[src/rtl/mult_share_ctrl.sv]
// Round-robin controller sharing one iterative shift-add multiplier between two requesters.
// Each job takes SIZE one-step iterations and returns a 2*SIZE-bit product with a one-cycle done strobe.
module mult_share_ctrl #(
   parameter int SIZE = 8
) (
   input  logic                clk,
   input  logic                rst_n,
   input  logic                clr,
   input  logic                req0,
   input  logic [SIZE-1:0]     a0,
   input  logic [SIZE-1:0]     b0,
   input  logic                req1,
   input  logic [SIZE-1:0]     a1,
   input  logic [SIZE-1:0]     b1,
   output logic                busy,
   output logic                grant,
   output logic                done0,
   output logic                done1,
   output logic [2*SIZE-1:0]   outcome
);

   localparam int CW = $clog2(SIZE) + 1;

   typedef enum logic [1:0] {IDLE, RUN, DONE} state_t;

   state_t              state, state_next;
   logic [2*SIZE-1:0]   acc, sh_a, acc_step;
   logic [SIZE-1:0]     sh_b;
   logic [CW-1:0]       cnt;
   logic                last, grant_r;
   logic                take, pick, last_step;

   // On a tie the requester that did not own the previous job wins.
   always_comb begin
      take      = req0 | req1;
      pick      = (req0 && req1) ? ~last : req1;
      acc_step  = sh_b[0] ? (acc + sh_a) : acc;
      last_step = (cnt == CW'(SIZE - 1));
   end

   always_ff @(posedge clk or negedge rst_n) begin
      if (!rst_n) state <= IDLE;
      else        state <= state_next;
   end

   always_comb begin
      state_next = state;
      unique case (state)
         IDLE:    if (take) state_next = RUN;
         RUN:     if (last_step) state_next = DONE;
         DONE:    state_next = IDLE;
         default: state_next = IDLE;
      endcase
      if (clr) state_next = IDLE;
   end

   always_comb begin
      busy  = (state != IDLE);
      grant = grant_r;
      done0 = (state == DONE) && !grant_r;
      done1 = (state == DONE) &&  grant_r;
   end

   // The final step's partial product goes straight into outcome as the FSM enters DONE.
   always_ff @(posedge clk or negedge rst_n) begin
      if (!rst_n) begin
         acc     <= '0;
         sh_a    <= '0;
         sh_b    <= '0;
         cnt     <= '0;
         grant_r <= 1'b0;
         last    <= 1'b1;
         outcome <= '0;
      end else if (clr) begin
         acc     <= '0;
         sh_a    <= '0;
         sh_b    <= '0;
         cnt     <= '0;
         outcome <= '0;
      end else begin
         unique case (state)
            IDLE: begin
               if (take) begin
                  sh_a    <= {{SIZE{1'b0}}, (pick ? a1 : a0)};
                  sh_b    <= pick ? b1 : b0;
                  acc     <= '0;
                  cnt     <= '0;
                  grant_r <= pick;
                  last    <= pick;
               end
            end
            RUN: begin
               acc  <= acc_step;
               sh_a <= sh_a << 1;
               sh_b <= sh_b >> 1;
               cnt  <= cnt + 1'b1;
               if (last_step) outcome <= acc_step;
            end
            DONE: begin
            end
            default: begin
            end
         endcase
      end
   end

endmodule

[config.mk]
export PLATFORM = sky130hd
export DESIGN_NAME = mult_share_ctrl
export DESIGN_NICKNAME = d
export VERILOG_FILES = /design/src/rtl/mult_share_ctrl.sv
export SDC_FILE = /design/constraint.sdc
export NUM_CORES = 1
export LEC_CHECK = 0
export ABC_AREA = 1
export CAP_MARGIN = 30
export CORE_ASPECT_RATIO = 0.8
export CORE_UTILIZATION = 32
export CTS_CLUSTER_DIAMETER = 100
export DETAILED_ROUTE_END_ITERATION = 7
export PLACE_DENSITY = 0.49
export RECOVER_POWER = 25
export SLEW_MARGIN = 20
export SYNTH_ARGS = -nofsm -noshare
export SYNTH_HDL_FRONTEND = slang
export SYNTH_SLANG_ARGS = --single-unit
[constraint.sdc]
create_clock -name clk -period 3 [get_ports clk]
set_input_delay 0.75 -clock clk [delete_from_list [all_inputs] [get_ports clk]]
set_output_delay 0.75 -clock clk [all_outputs]
set_load 0.1 [all_outputs]
Word-level counts from Yosys, hierarchy flattened
Cells that the tools add are included.
{ "word_totals": {"register_bits": 64, "inputBits": 37, "wordCells": 54} }
{ "op_classes": {"addsub": 2, "eq_ne": 5, "n_mux": 23, "n_bitwise": 3, "reduce_logical": 13} }
{ "op_table": {"columns": ["operator", "n"], "rows": [
  ["$mux W16", 8],
  ["$pmux W16 S2", 2],
  ["$mux W8", 4],
  ["$add A16 B16 Y16", 1],
  ["$pmux W8 S2", 1],
  ["$mux W4", 2],
  ["$pmux W4 S2", 1],
  ["$mux W2", 3],
  ["$ne A3 B3 Y1 const B", 2],
  ["$reduce_and A2 Y1", 3],
  ["$reduce_bool A2 Y1", 3],
  ["$add A4 B1 Y4 const B", 1],
  ["$eq A4 B3 Y1 const B", 1],
  ["$pmux W2 S2", 1],
  ["$logic_and A1 B1 Y1", 3],
  ["$reduce_and A3 Y1", 1],
  ["$reduce_bool A3 Y1", 1],
  ["$eq A2 B1 Y1 const B", 1],
  ["$eq A2 B2 Y1 const B", 1],
  ["$logic_not A2 Y1", 1],
  ["$not A1 Y1", 2],
  ["$logic_not A1 Y1", 1],
  ["$mux W1", 1],
  ["$or A1 B1 Y1", 1]
]} }

Logic depth before layout (Yosys ltp)
{ "depth": {"depth_word": 6, "ltp_mapped": 12} }

Least setup slack after synthesis
Ideal clock, no wire load.
{ "synth_timing": {"kind": "register -> output", "startpoint": "register grant_r (netlist: grant)", "endpoint": "output done1", "arrival_time_ns": 3.098, "required_time_ns": 2.250, "path_slack_ns": -0.848, "stages_incl_launch_ff": 3, "path_cell_list": "dfrtp_1 -> inv_1 -> nor3_1"} }
{ "synth_via": {"elab_chain_len": 1} }
{ "synth_rtl": {"columns": ["item", "line", "source"], "rows": [
  ["start, declared", "30", "logic last, grant_r;"],
  ["start signal, assigned", "88", "grant_r <= pick;"],
  ["$logic_and A1 B1 Y1", "61", "done1 = (state == DONE) && grant_r;"],
  ["end, declared", "18", "output logic done1,"]
]} }
No other way between the ends.

Final worst setup path
{ "layout_timing": {"startpoint": "input clr", "endpoint": "register outcome[3]"} }
{ "layout_via": {"elab_chain_len": 2, "word_cells_on_any_way": 4, "cone_classes": "mux: 1; reduce/logical: 3"} }
{ "layout_rtl": {"columns": ["item", "line", "source"], "rows": [
  ["start, declared", "8", "input logic clr,"],
  ["$reduce_bool A2 Y1 (no source line)", null, null],
  ["$reduce_and A2 Y1 (no source line)", null, null],
  ["end signal, assigned", "97", "if (last_step) outcome <= acc_step;"],
  ["end, declared", "19", "output logic [2*SIZE-1:0] outcome"]
]} }
Parallel ways exist; a longest one is shown, timed or not.
A chain may end at the register's enable or synchronous reset.

==> summary.txt <==
CTS tree: built
Clk slew on worst S/H paths: 0.06 ns
Tmin final: 2.21 ns
Area Overhead vs Synth: 24.8%
Crit path launch: clr
Final setup violation count: 0
Slowest CP cell: clkdlybuf4s50_1
Die Area: 12800 um2
Worst slew margin: 19.4%
Critical path depth: 6
Post-synthesis cell count: 544
Number of synthesized flops with an enable pin: 0
Asr flop ratio synth: 100%
Root Driver: clkbuf_16
Crit path DAT: 2.39 ns
Crit. End Element: flop
PwrDens: 535 nW/um2
Max Cap Violations: 0
Reg2Reg Launch Point: sh_a[0]
Final Hold Viols: 0
GR Overflow Total: 0
Sequential fraction of the synthesis area: 40.6%
DRT Pass-1 Iters: 7
Maximum vdd drop: 0.347 mV
CTS Sinks: 64
Fin Clk Skew: 0.00803 ns
Yosys warns: 0
Crit start category: primary input
Leading area contributor after synthesis: dfrtp_1
FP Rows: 35
Unrepaired setup endpoints after global routing: no
First-pass GRT wire length: 17.8 mm
Status: finished with violations
Non-Filler Instances: 755
Hold Path Class: flop to flop
Final Max Tran Viols: 0
Met2 WL: 4.22 mm
Fin crit share: 73.6%
Top delay family on crit path: buffers and inverters
DRT antenna net count: 0
I/O Buffers: 56
Die width: 126 um
Worst Reg-to-Reg Cells: 11
Critical setup path kind: primary input to flop
Antenna Diode Count: 0
H-tree levels: 3
Top-count cell post-synth: nand2_1
Least-Margin Pin Slew: 1.21 ns
Synth Flop Type: dfrtp_1
Num CTS Buffers: 9
Layout cells sized above 1: 11.7%
Req. time, crit path: 3.18 ns
Failing checks: DRC
All-Layer GR Usage: 18.1%
Later-pin clock latency in the skew report: 0.34 ns
Fin nets: 656
CP max FO: 17
Die Y: 101 um
Unique cell type count in the Yosys netlist: 33
Pin count of the biggest net entering global routing: 28
Post-CTS sizing: 0
Vias in the first global route: 3461
Leak Pwr: 2.48 nW
I/O pin count: 57
Yosys reg bits: 64
Area of the mapped netlist: 3950 um2
Met1 wire length: 5.67 mm
Routed WL: 10.5 mm
Initial DRC Count: 243
Post-synth top cells: 162 x nand2_1, 74 x inv_1, 63 x dfrtp_1
FMAX: 453 MHz
Setup WS pre-CTS: 0.427 ns
Drt drc: 1
Worst setup margin: 0.793 ns
Critical path cell sequence: clkdlybuf4s50_1, inv_1, nand2_2, o21ai_2, nand2_1, o21ai_0
Initial core utilization: 33.5%
Largest cells by area after synthesis: dfrtp_1 40%, nand2_1 15%, inv_1 7.0%
Setup crit end: outcome[3]
Reg2Reg Capture Point: outcome[8]
WP buf/inv: 2
Core area: 11800 um2
Placed instance count: 739
CTS max path bufs: 2
Post-CTS Setup Inserts: 0
R2r setup slk: 0.85 ns
Drt wl/cell: 13.9 um
Syn avg cell area: 7.26 um2
Synth top area share: 39.9%
Vias/cell: 4.72
Syn Nets: 598
Vias: 3560
Cts hold-fix bufs: 0
Routability cong.: 0.831
Initial antenna violation count: 0
Top sig layer: met4
Worst path max stage delay: 0.69 ns
Hpwl dp: 7.93 mm
Met3 WL: 473 um
[state kept, by name (all words and copies together), names as in the netlist]
name     count
acc         16
cnt          4
last         1
state        2
sh_b         8
sh_a        16
grant        1
outcome     16
[area by class of cell]
| type | count | area, um2 |
|---|---|---|
| Clock buffer | 9 | 225 |
| Multi-Input combinational cell | 385 | 1950 |
| Fill cell | 1200 | 6850 |
| Tap cell | 148 | 185 |
| Sequential cell | 64 | 1600 |
| Clock inverter | 7 | 93.8 |
| Inverter | 77 | 292 |
| Timing Repair Buffer | 65 | 584 |
[kinds of logic after synthesis]
kind of cell / Yosys count / share of synthesized area [%]
xor+xnor: 2 / 0.443
flops: 64 / 40.6
buf+inv: 95 / 10.4
fa+ha+maj: 17 / 5.57
simple gates: 285 / 30.0
compound gates: 81 / 13.0
[cells in the final DEF, fill, tap and decap left out, types with 2 or more instances in the layout]
master / n
o211ai_1: 6
ha_1: 16
nor3_1: 18
clkinvlp_4: 2
nor3_2: 2
buf_4: 28
or2_2: 3
dfrtp_1: 63
inv_1: 74
nand3_1: 37
clkinv_2: 2
a21oi_1: 28
clkbuf_16: 9
o21ai_0: 20
nor2_1: 52
nand2_2: 3
clkdlybuf4s50_1: 35
nand4_1: 4
bufinv_16: 2
o21ai_2: 10
xor2_1: 2
nand2_1: 162
a211oi_1: 14
[power breakdown]
group,total (mW),internal [mW],leakage [nW],switching (mW)
registers,0.977,0.927,0.866,0.0504
logic,0.524,0.181,1.46,0.343
clock network,1.14,0.727,0.152,0.411
[worst reg2reg max path, stage by stage, from the launching register on]
cell	delay, ns
dfrtp_1	0.38
ha_1	0.19
inv_1	0.06
fa_1	0.35
inv_1	0.13
nand3_1	0.12
nand3_1	0.15
a21oi_1	0.12
or2_2	0.28
nand3_1	0.11
nand3_1	0.12
nand2_1	0.08
[metal layers]
layer | up-vias | track usage [%]
met2 | 67 | 26.8
li1 | 1857 | -
met4 | 0 | 4.82
met5 | - | 0
met1 | 1627 | 26.7
met3 | 9 | 3.86
[how the worst min path moves through the flow]
| stage | start | to | slack, ns | cells past startpoint |
|---|---|---|---|---|
| finish | last | last | 0.46 | 2 |
| global placement | last | last | 0.46 | 2 |
| global route | last | last | 0.48 | 2 |
| CTS | rst_n | outcome[7] | 0.39 | 1 |
| detailed placement | last | last | 0.46 | 2 |
| floorplan | last | last | 0.44 | 2 |
[through the flow]
stage	area, um2	util, %	TNS (ns)	hold slack, ns	power [mW]
after floorplan	3960	-	-0.0251	0.444	1.34
after global placement	4610	39.2	0	0.456	1.52
after detailed placement	4610	39.2	0	0.459	1.52
after CTS	4930	41.9	0	0.387	2.67
after global routing	4930	41.8	0	0.476	2.77
final	4930	41.8	0	0.463	2.64
Note: power is estimated with default switching activity, not from simulation.
